## config.mk

```make
export PLATFORM = sky130hd
export DESIGN_NAME = ff_comb_pipe_flat
export DESIGN_NICKNAME = d
export VERILOG_FILES = /design/src/rtl/ff_comb_pipe_pkg.sv /design/src/rtl/ff_comb_pipe_if.sv /design/src/rtl/ff_comb_pipe_stage.sv /design/src/rtl/ff_comb_pipe.sv /design/src/flat_wrapper.sv
export SDC_FILE = /design/constraint.sdc
export NUM_CORES = 1
export LEC_CHECK = 0
export BUFFER_PORTS_ARGS = -buffer_cell sky130_fd_sc_hd__buf_2
export CORE_ASPECT_RATIO = 1.75
export CORE_MARGIN = 2
export CORE_UTILIZATION = 53
export DETAILED_ROUTE_END_ITERATION = 16
export GPL_TIMING_DRIVEN = 0
export PLACE_DENSITY_LB_ADDON = 0.25
export SLEW_MARGIN = 20
export SYNTH_ARGS = -nofsm -noshare
export SYNTH_HDL_FRONTEND = slang
export SYNTH_HIERARCHICAL = 1
export SYNTH_SLANG_ARGS = --single-unit
```

## constraint.sdc

```tcl
create_clock -name clk -period 1.8 [get_ports clk]
set_input_delay 0.18 -clock clk [delete_from_list [all_inputs] [get_ports clk]]
set_output_delay 0.18 -clock clk [all_outputs]
set_load 0.05 [all_outputs]
```

## src/rtl/ff_comb_pipe_pkg.sv

```systemverilog
// Shared types and helpers for the registered comparator/select/decode pipeline.
package ff_comb_pkg;

  typedef enum logic [1:0] {
    IDLE   = 2'd0,
    ACTIVE = 2'd1,
    FLUSH  = 2'd2
  } state_t;

  localparam logic [2:0] LSB_CODE_MAX = 3'd7;

  // Inverted 3-bit code of the operand LSBs.
  function automatic logic [2:0] lsb_decode(input logic [2:0] lsbs);
    return LSB_CODE_MAX - lsbs;
  endfunction

endpackage

```

## src/rtl/ff_comb_pipe_if.sv

```systemverilog
// Handshake and data bus of ff_comb_pipe; the source/sink side uses master.
interface ff_comb_pipe_if #(
  parameter int unsigned size = 4
) ();

  logic            in_valid;
  logic            in_ready;
  logic [size-1:0] src1;
  logic [size-1:0] src2;
  logic [size-1:0] src3;
  logic            flush;
  logic            clear;
  logic            out_valid;
  logic            out_ready;
  logic [size-1:0] out1;
  logic [size-1:0] out2;
  logic [size-1:0] out3;
  logic [size-1:0] out4;
  logic [size-1:0] out5;
  logic            busy;

  modport master (
    output in_valid, src1, src2, src3, flush, clear, out_ready,
    input  in_ready, out_valid, out1, out2, out3, out4, out5, busy
  );

  modport slave (
    input  in_valid, src1, src2, src3, flush, clear, out_ready,
    output in_ready, out_valid, out1, out2, out3, out4, out5, busy
  );

endinterface

```

## src/rtl/ff_comb_pipe_stage.sv

```systemverilog
// One valid/payload pipeline register; loads when enabled, payload only on a valid entry.
module ff_comb_stage #(
  parameter int unsigned width = 12
) (
  input  logic             clk,
  input  logic             reset,
  input  logic             en,
  input  logic             in_valid,
  input  logic [width-1:0] in_payload,
  output logic             out_valid,
  output logic [width-1:0] out_payload
);

  logic             valid_q, valid_d;
  logic [width-1:0] payload_q, payload_d;

  // Payload is kept when a bubble moves in so outputs hold the last delivered value.
  always_comb begin
    valid_d   = valid_q;
    payload_d = payload_q;
    if (en) begin
      valid_d = in_valid;
      if (in_valid) payload_d = in_payload;
    end
  end

  always_ff @(posedge clk or posedge reset) begin
    if (reset) begin
      valid_q   <= 1'b0;
      payload_q <= '0;
    end else begin
      valid_q   <= valid_d;
      payload_q <= payload_d;
    end
  end

  assign out_valid   = valid_q;
  assign out_payload = payload_q;

endmodule

```

## src/rtl/ff_comb_pipe.sv

```systemverilog
// Flow-controlled compare/select/decode pipeline with counter, running max and flush FSM.
module ff_comb_pipe
  import ff_comb_pkg::*;
#(
  parameter int unsigned size  = 4,
  parameter int unsigned depth = 2
) (
  input  logic           clk,
  input  logic           reset,
  ff_comb_pipe_if.slave  bus
);

  localparam int unsigned payload_w = 3 * size;

  state_t                state_q, state_d;
  logic [size-1:0]       count_q, count_d;
  logic [size-1:0]       max_q, max_d;
  logic                  accept;
  logic                  pipe_empty_d;
  logic [depth-1:0]      stg_valid;
  logic [depth-1:0]      stg_en;
  logic [payload_w-1:0]  stg_payload [depth];
  logic [payload_w-1:0]  entry_payload;
  logic [size-1:0]       sel;
  logic [2:0]            code;

  // Per-transaction functions evaluated at pipe entry.
  always_comb begin
    sel           = (bus.src1 < bus.src2) ? bus.src1 : bus.src3;
    code          = lsb_decode({bus.src1[0], bus.src2[0], bus.src3[0]});
    entry_payload = {bus.src1, sel, size'(code)};
  end

  // A stage may load when it is empty or its content moves on this cycle.
  always_comb begin
    logic adv;
    stg_en = '0;
    adv    = bus.out_ready;
    for (int k = int'(depth) - 1; k >= 0; k--) begin
      stg_en[k] = ~stg_valid[k] | adv;
      adv       = stg_en[k];
    end
  end

  always_comb begin
    bus.in_ready = 1'b0;
    case (state_q)
      IDLE:    bus.in_ready = stg_en[0];
      ACTIVE:  bus.in_ready = stg_en[0] & ~bus.flush;
      default: bus.in_ready = 1'b0;
    endcase
  end

  assign accept = bus.in_valid & bus.in_ready;

  for (genvar k = 0; k < int'(depth); k++) begin : g_stage
    if (k == 0) begin : g_first
      ff_comb_stage #(.width(payload_w)) u_stage (
        .clk        (clk),
        .reset      (reset),
        .en         (stg_en[k]),
        .in_valid   (accept),
        .in_payload (entry_payload),
        .out_valid  (stg_valid[k]),
        .out_payload(stg_payload[k])
      );
    end else begin : g_next
      ff_comb_stage #(.width(payload_w)) u_stage (
        .clk        (clk),
        .reset      (reset),
        .en         (stg_en[k]),
        .in_valid   (stg_valid[k-1]),
        .in_payload (stg_payload[k-1]),
        .out_valid  (stg_valid[k]),
        .out_payload(stg_payload[k])
      );
    end
  end

  // Post-edge occupancy, so FLUSH exits on the cycle of the final delivery.
  always_comb begin
    logic prev_v;
    pipe_empty_d = 1'b1;
    prev_v       = accept;
    for (int k = 0; k < int'(depth); k++) begin
      if (stg_en[k] ? prev_v : stg_valid[k]) pipe_empty_d = 1'b0;
      prev_v = stg_valid[k];
    end
  end

  always_comb begin
    state_d = state_q;
    case (state_q)
      IDLE:    if (accept)       state_d = ACTIVE;
      ACTIVE:  if (bus.flush)    state_d = FLUSH;
      FLUSH:   if (pipe_empty_d) state_d = IDLE;
      default: state_d = IDLE;
    endcase
  end

  // Clear applies before the same-cycle accept update.
  always_comb begin
    count_d = count_q;
    max_d   = max_q;
    if (bus.clear) begin
      count_d = '0;
      max_d   = '0;
    end
    if (accept) begin
      count_d = count_d + size'(1);
      max_d   = (bus.src2 > max_d) ? bus.src2 : max_d;
    end
  end

  always_ff @(posedge clk or posedge reset) begin
    if (reset) begin
      state_q <= IDLE;
      count_q <= '0;
      max_q   <= '0;
    end else begin
      state_q <= state_d;
      count_q <= count_d;
      max_q   <= max_d;
    end
  end

  assign bus.out_valid                  = stg_valid[depth-1];
  assign {bus.out1, bus.out2, bus.out3} = stg_payload[depth-1];
  assign bus.out4                       = count_q;
  assign bus.out5                       = max_q;
  assign bus.busy                       = (state_q != IDLE);

endmodule

```

## src/flat_wrapper.sv

```systemverilog
// flat-port wrapper written by rule: the top's interface ports become plain ports
module ff_comb_pipe_flat import ff_comb_pkg::*;
#(
  parameter int unsigned size  = 4,
  parameter int unsigned depth = 2
)
  (clk, reset, bus_in_valid, bus_src1, bus_src2, bus_src3, bus_flush, bus_clear, bus_out_ready, bus_in_ready, bus_out_valid, bus_out1, bus_out2, bus_out3, bus_out4, bus_out5, bus_busy);
  ff_comb_pipe_if #(.size(size)) bus_i ();
  input  logic clk;
  input  logic reset;
  input wire logic [$bits(bus_i.in_valid)-1:0] bus_in_valid;
  input wire logic [$bits(bus_i.src1)-1:0] bus_src1;
  input wire logic [$bits(bus_i.src2)-1:0] bus_src2;
  input wire logic [$bits(bus_i.src3)-1:0] bus_src3;
  input wire logic [$bits(bus_i.flush)-1:0] bus_flush;
  input wire logic [$bits(bus_i.clear)-1:0] bus_clear;
  input wire logic [$bits(bus_i.out_ready)-1:0] bus_out_ready;
  output wire logic [$bits(bus_i.in_ready)-1:0] bus_in_ready;
  output wire logic [$bits(bus_i.out_valid)-1:0] bus_out_valid;
  output wire logic [$bits(bus_i.out1)-1:0] bus_out1;
  output wire logic [$bits(bus_i.out2)-1:0] bus_out2;
  output wire logic [$bits(bus_i.out3)-1:0] bus_out3;
  output wire logic [$bits(bus_i.out4)-1:0] bus_out4;
  output wire logic [$bits(bus_i.out5)-1:0] bus_out5;
  output wire logic [$bits(bus_i.busy)-1:0] bus_busy;
  assign bus_i.in_valid = bus_in_valid;
  assign bus_i.src1 = bus_src1;
  assign bus_i.src2 = bus_src2;
  assign bus_i.src3 = bus_src3;
  assign bus_i.flush = bus_flush;
  assign bus_i.clear = bus_clear;
  assign bus_i.out_ready = bus_out_ready;
  assign bus_in_ready = bus_i.in_ready;
  assign bus_out_valid = bus_i.out_valid;
  assign bus_out1 = bus_i.out1;
  assign bus_out2 = bus_i.out2;
  assign bus_out3 = bus_i.out3;
  assign bus_out4 = bus_i.out4;
  assign bus_out5 = bus_i.out5;
  assign bus_busy = bus_i.busy;
  ff_comb_pipe #(.size(size), .depth(depth)) u_core (.clk(clk), .reset(reset), .bus(bus_i));
endmodule
```

==> impl_metrics.json <==
{
  "status": "complete, no violations",
  "htreeDepth": 2,
  "dr.first_iter.drc_count": 8,
  "maxSlewHeadroom_pct": 65.9,
  "fin_crit_sh_pct": 91.3,
  "diodes": 0,
  "cts_made_buffers": 5,
  "insertion_delay_ns": 0.28,
  "synth.distinct_cells": 28,
  "post-route-util_pct": 67.4,
  "hold_viol_final": 0,
  "antenna_left": 0,
  "drive_above_1_share_pct": 47.5,
  "powerDensity_mw_per_mm2": 1920,
  "start_util_pct": 55.8,
  "hold_class": "in -> reg",
  "max-clock-path-buffers": 2,
  "place_congestion": 0.761,
  "maxSlewViolCount": 0,
  "final.min_clock_period_ns": 1.64,
  "gr-total-overflow": 0,
  "setup_viol": 0,
  "critPathRequiredTime_ns": 1.96,
  "seq_area_frac_synth_pct": 50.8,
  "grt_max_degree": 14,
  "max_freq_mhz": 609,
  "peakVddDrop_v": 0.00121,
  "dr.pass1.iters": 4,
  "tightestPinTransition_ns": 0.511,
  "rsz0062_at_grt": "false",
  "antenna_found_initial": 0,
  "rows": 27,
  "maxCapViolations": 0,
  "cts_root_buf": "clkbuf_8",
  "wl_per_cell_um": 14.5,
  "critPathCaptureType": "flop",
  "cts_tree": "done",
  "worst-endpoint-arrival_ns": 1.81,
  "path_clk_slew_ns": 0.06,
  "port_buffers": 40,
  "viasPerCell": 5.06,
  "grt_pass1_vias": 1143,
  "startpoint_type": "flop",
  "grt_use_total_pct": 19.3,
  "yosys_warnings": 6,
  "layout.nets": 208,
  "fin_skew_ns": 0.00624,
  "syn-mean-instance-area_um2": 13.2,
  "cts_setup_buffers": 0,
  "clock-sinks": 36,
  "die-area_mm2": 0.00384,
  "synth_nets": 160,
  "drc": 0,
  "syn2layout_area_growth_pct": 20.8,
  "num_vias": 1143,
  "io_pins": 41,
  "core_area_mm2": 0.00318,
  "leakagePower_nw": 1.13,
  "syn-cell-area_mm2": 0.00177,
  "finalWirelength_mm": 3.27,
  "power_w": 0.00411,
  "netlist_instances": 134,
  "grt_pass1_wl_mm": 5.26,
  "worst-setup-path-type": "reg -> reg",
  "hpwl_mm": 2.61,
  "synth-seq-cells": 36,
  "setup_tns_ns": 0,
  "path_max_fanout": 10,
  "die-width_um": 47.7,
  "fp.dieH_um": 80.5
}
## cell usage after synthesis
library cell / instances / area share, %
dfrtp_1: 36 / 51
mux2_4: 19 / 16
inv_1: 13 / 2.8
mux2_2: 9 / 5.7
ha_1: 8 / 5.6
nor2b_1: 5 / 1.8
o21ai_0: 5 / 1.4
a21oi_1: 4 / 1.1
nand2_1: 4 / 0.85
nand2b_1: 4 / 1.4
buf_6: 3 / 1.9
mux2i_1: 3 / 1.7
nand2_2: 2 / 0.71
nand3b_1: 2 / 0.85
nand4_1: 2 / 0.71
nor2_1: 2 / 0.42
xor2_1: 2 / 0.99
a21o_1: 1 / 0.42
a21oi_2: 1 / 0.49
and2_1: 1 / 0.35
and3_1: 1 / 0.35
conb_1: 1 / 0.21
mux2_1: 1 / 0.64
nand3_4: 1 / 0.99
o21ai_1: 1 / 0.28
o21ai_2: 1 / 0.49
or2_2: 1 / 0.35
xnor2_1: 1 / 0.49
## sequential cells by signal, summed over array words and instances (netlist names)
register / count
u_core/bus.out4: 4
u_core/g_stage.g_next.u_stage/out_payload: 12
u_core/state_q: 2
u_core/g_stage.g_first.u_stage/out_payload: 12
u_core/g_stage.g_next.u_stage/out_valid: 1
u_core/bus.out5: 4
u_core/g_stage.g_first.u_stage/out_valid: 1
## worst paths after layout
kind	startpoint	slack [ns]	end	depth (start not counted)
max	u_core/g_stage[0].g_first.u_stage/out_valid	0.16	u_core/g_stage[0].g_first.u_stage/out_payload[7]	6
min	bus_src1[2]	0.16	flop	2
max reg2reg	u_core/g_stage[0].g_first.u_stage/out_valid	0.16	u_core/g_stage[0].g_first.u_stage/out_payload[7]	6
min reg2reg	u_core/g_stage[1].g_next.u_stage/out_payload[3]	0.50	u_core/g_stage[1].g_next.u_stage/out_payload[3]	1
max in group asynchronous	reset	0.94	u_core/g_stage[1].g_next.u_stage/out_valid	3
min in group asynchronous	reset	0.45	u_core/bus.out5[0]	3
## where the power goes
part / leakage [nW] / switching [W] / internal [W]
Combinational: 0.639 / 0.00127 / 0.000833
Sequential: 0.435 / 0.000225 / 0.00118
Clock: 0.0515 / 0.000254 / 0.000349
## cell families (layout without fill, tap and decap cells)
| group | count (synthesis) | after routing | synth area share [%] |
|---|---|---|---|
| XOR/XNOR | 3 | 3 | 1.48 |
| multiplexers | 32 | 32 | 24.2 |
| other | 1 | 1 | 0.212 |
| AND/OR/NAND/NOR | 25 | 25 | 8.76 |
| buffers and inverters | 16 | 65 | 4.66 |
| adder cells (fa/ha/maj) | 8 | 8 | 5.65 |
| flip-flops | 36 | 36 | 50.8 |
| AO/OA/AOI/OAI | 13 | 13 | 4.24 |
## final cells by class
class / instances / area, um2
Fill cell: 258 / 1040
Sequential cell: 36 / 905
Multi-Input combinational cell: 82 / 788
Timing Repair Buffer: 41 / 210
Clock buffer: 8 / 100
Tap cell: 43 / 53.8
Inverter: 13 / 48.8
Buffer: 3 / 33.8
## critical path: stages, from the launching register on
cell and delay (ns):
dfrtp_1 0.40, nand3b_1 0.16, and3_1 0.22, buf_6 0.14
nand2_2 0.10, buf_6 0.19, mux2_4 0.32
## per-stage QoR
stage | cells | area [um2] | hold slack (ns) | setup WS, ns
3_5_place_dp | 217 | 2030 | 0.203 | -0.0289
2_1_floorplan | 134 | 1780 | 0.0200 | 0.00636
4_1_cts | 226 | 2140 | 0.161 | 0.139
5_1_grt | 226 | 2140 | 0.164 | 0.0721
6_report | 226 | 2140 | 0.165 | 0.157
3_3_place_gp | 217 | 2030 | 0.197 | 0.0209
## layout by cell type (no fill, tap or decap), types with 3 or more instances in the layout
master and instances:
a21oi_1 4, buf_2 40, mux2i_1 3, mux2_4 19
nand2_1 4, dfrtp_2 3, o21ai_0 5, nor2b_1 5
dfrtp_1 33, clkbuf_8 7, mux2_2 9, ha_1 8
buf_6 3, inv_1 13, nand2b_1 4
## layer usage
layer	track usage [%]	share of wire, %	routed length (um)
met1	21.0	37	1220
met2	33.2	57	1870
met3	4.94	3.9	128
met4	8.11	1.8	58
met5	0	0	0
## timing repair
item,CTS,global route
resized for setup,0,0
hold buffers,1,0
endpoints found under the hold margin,36,0
Note: power is estimated with default switching activity, not from simulation.
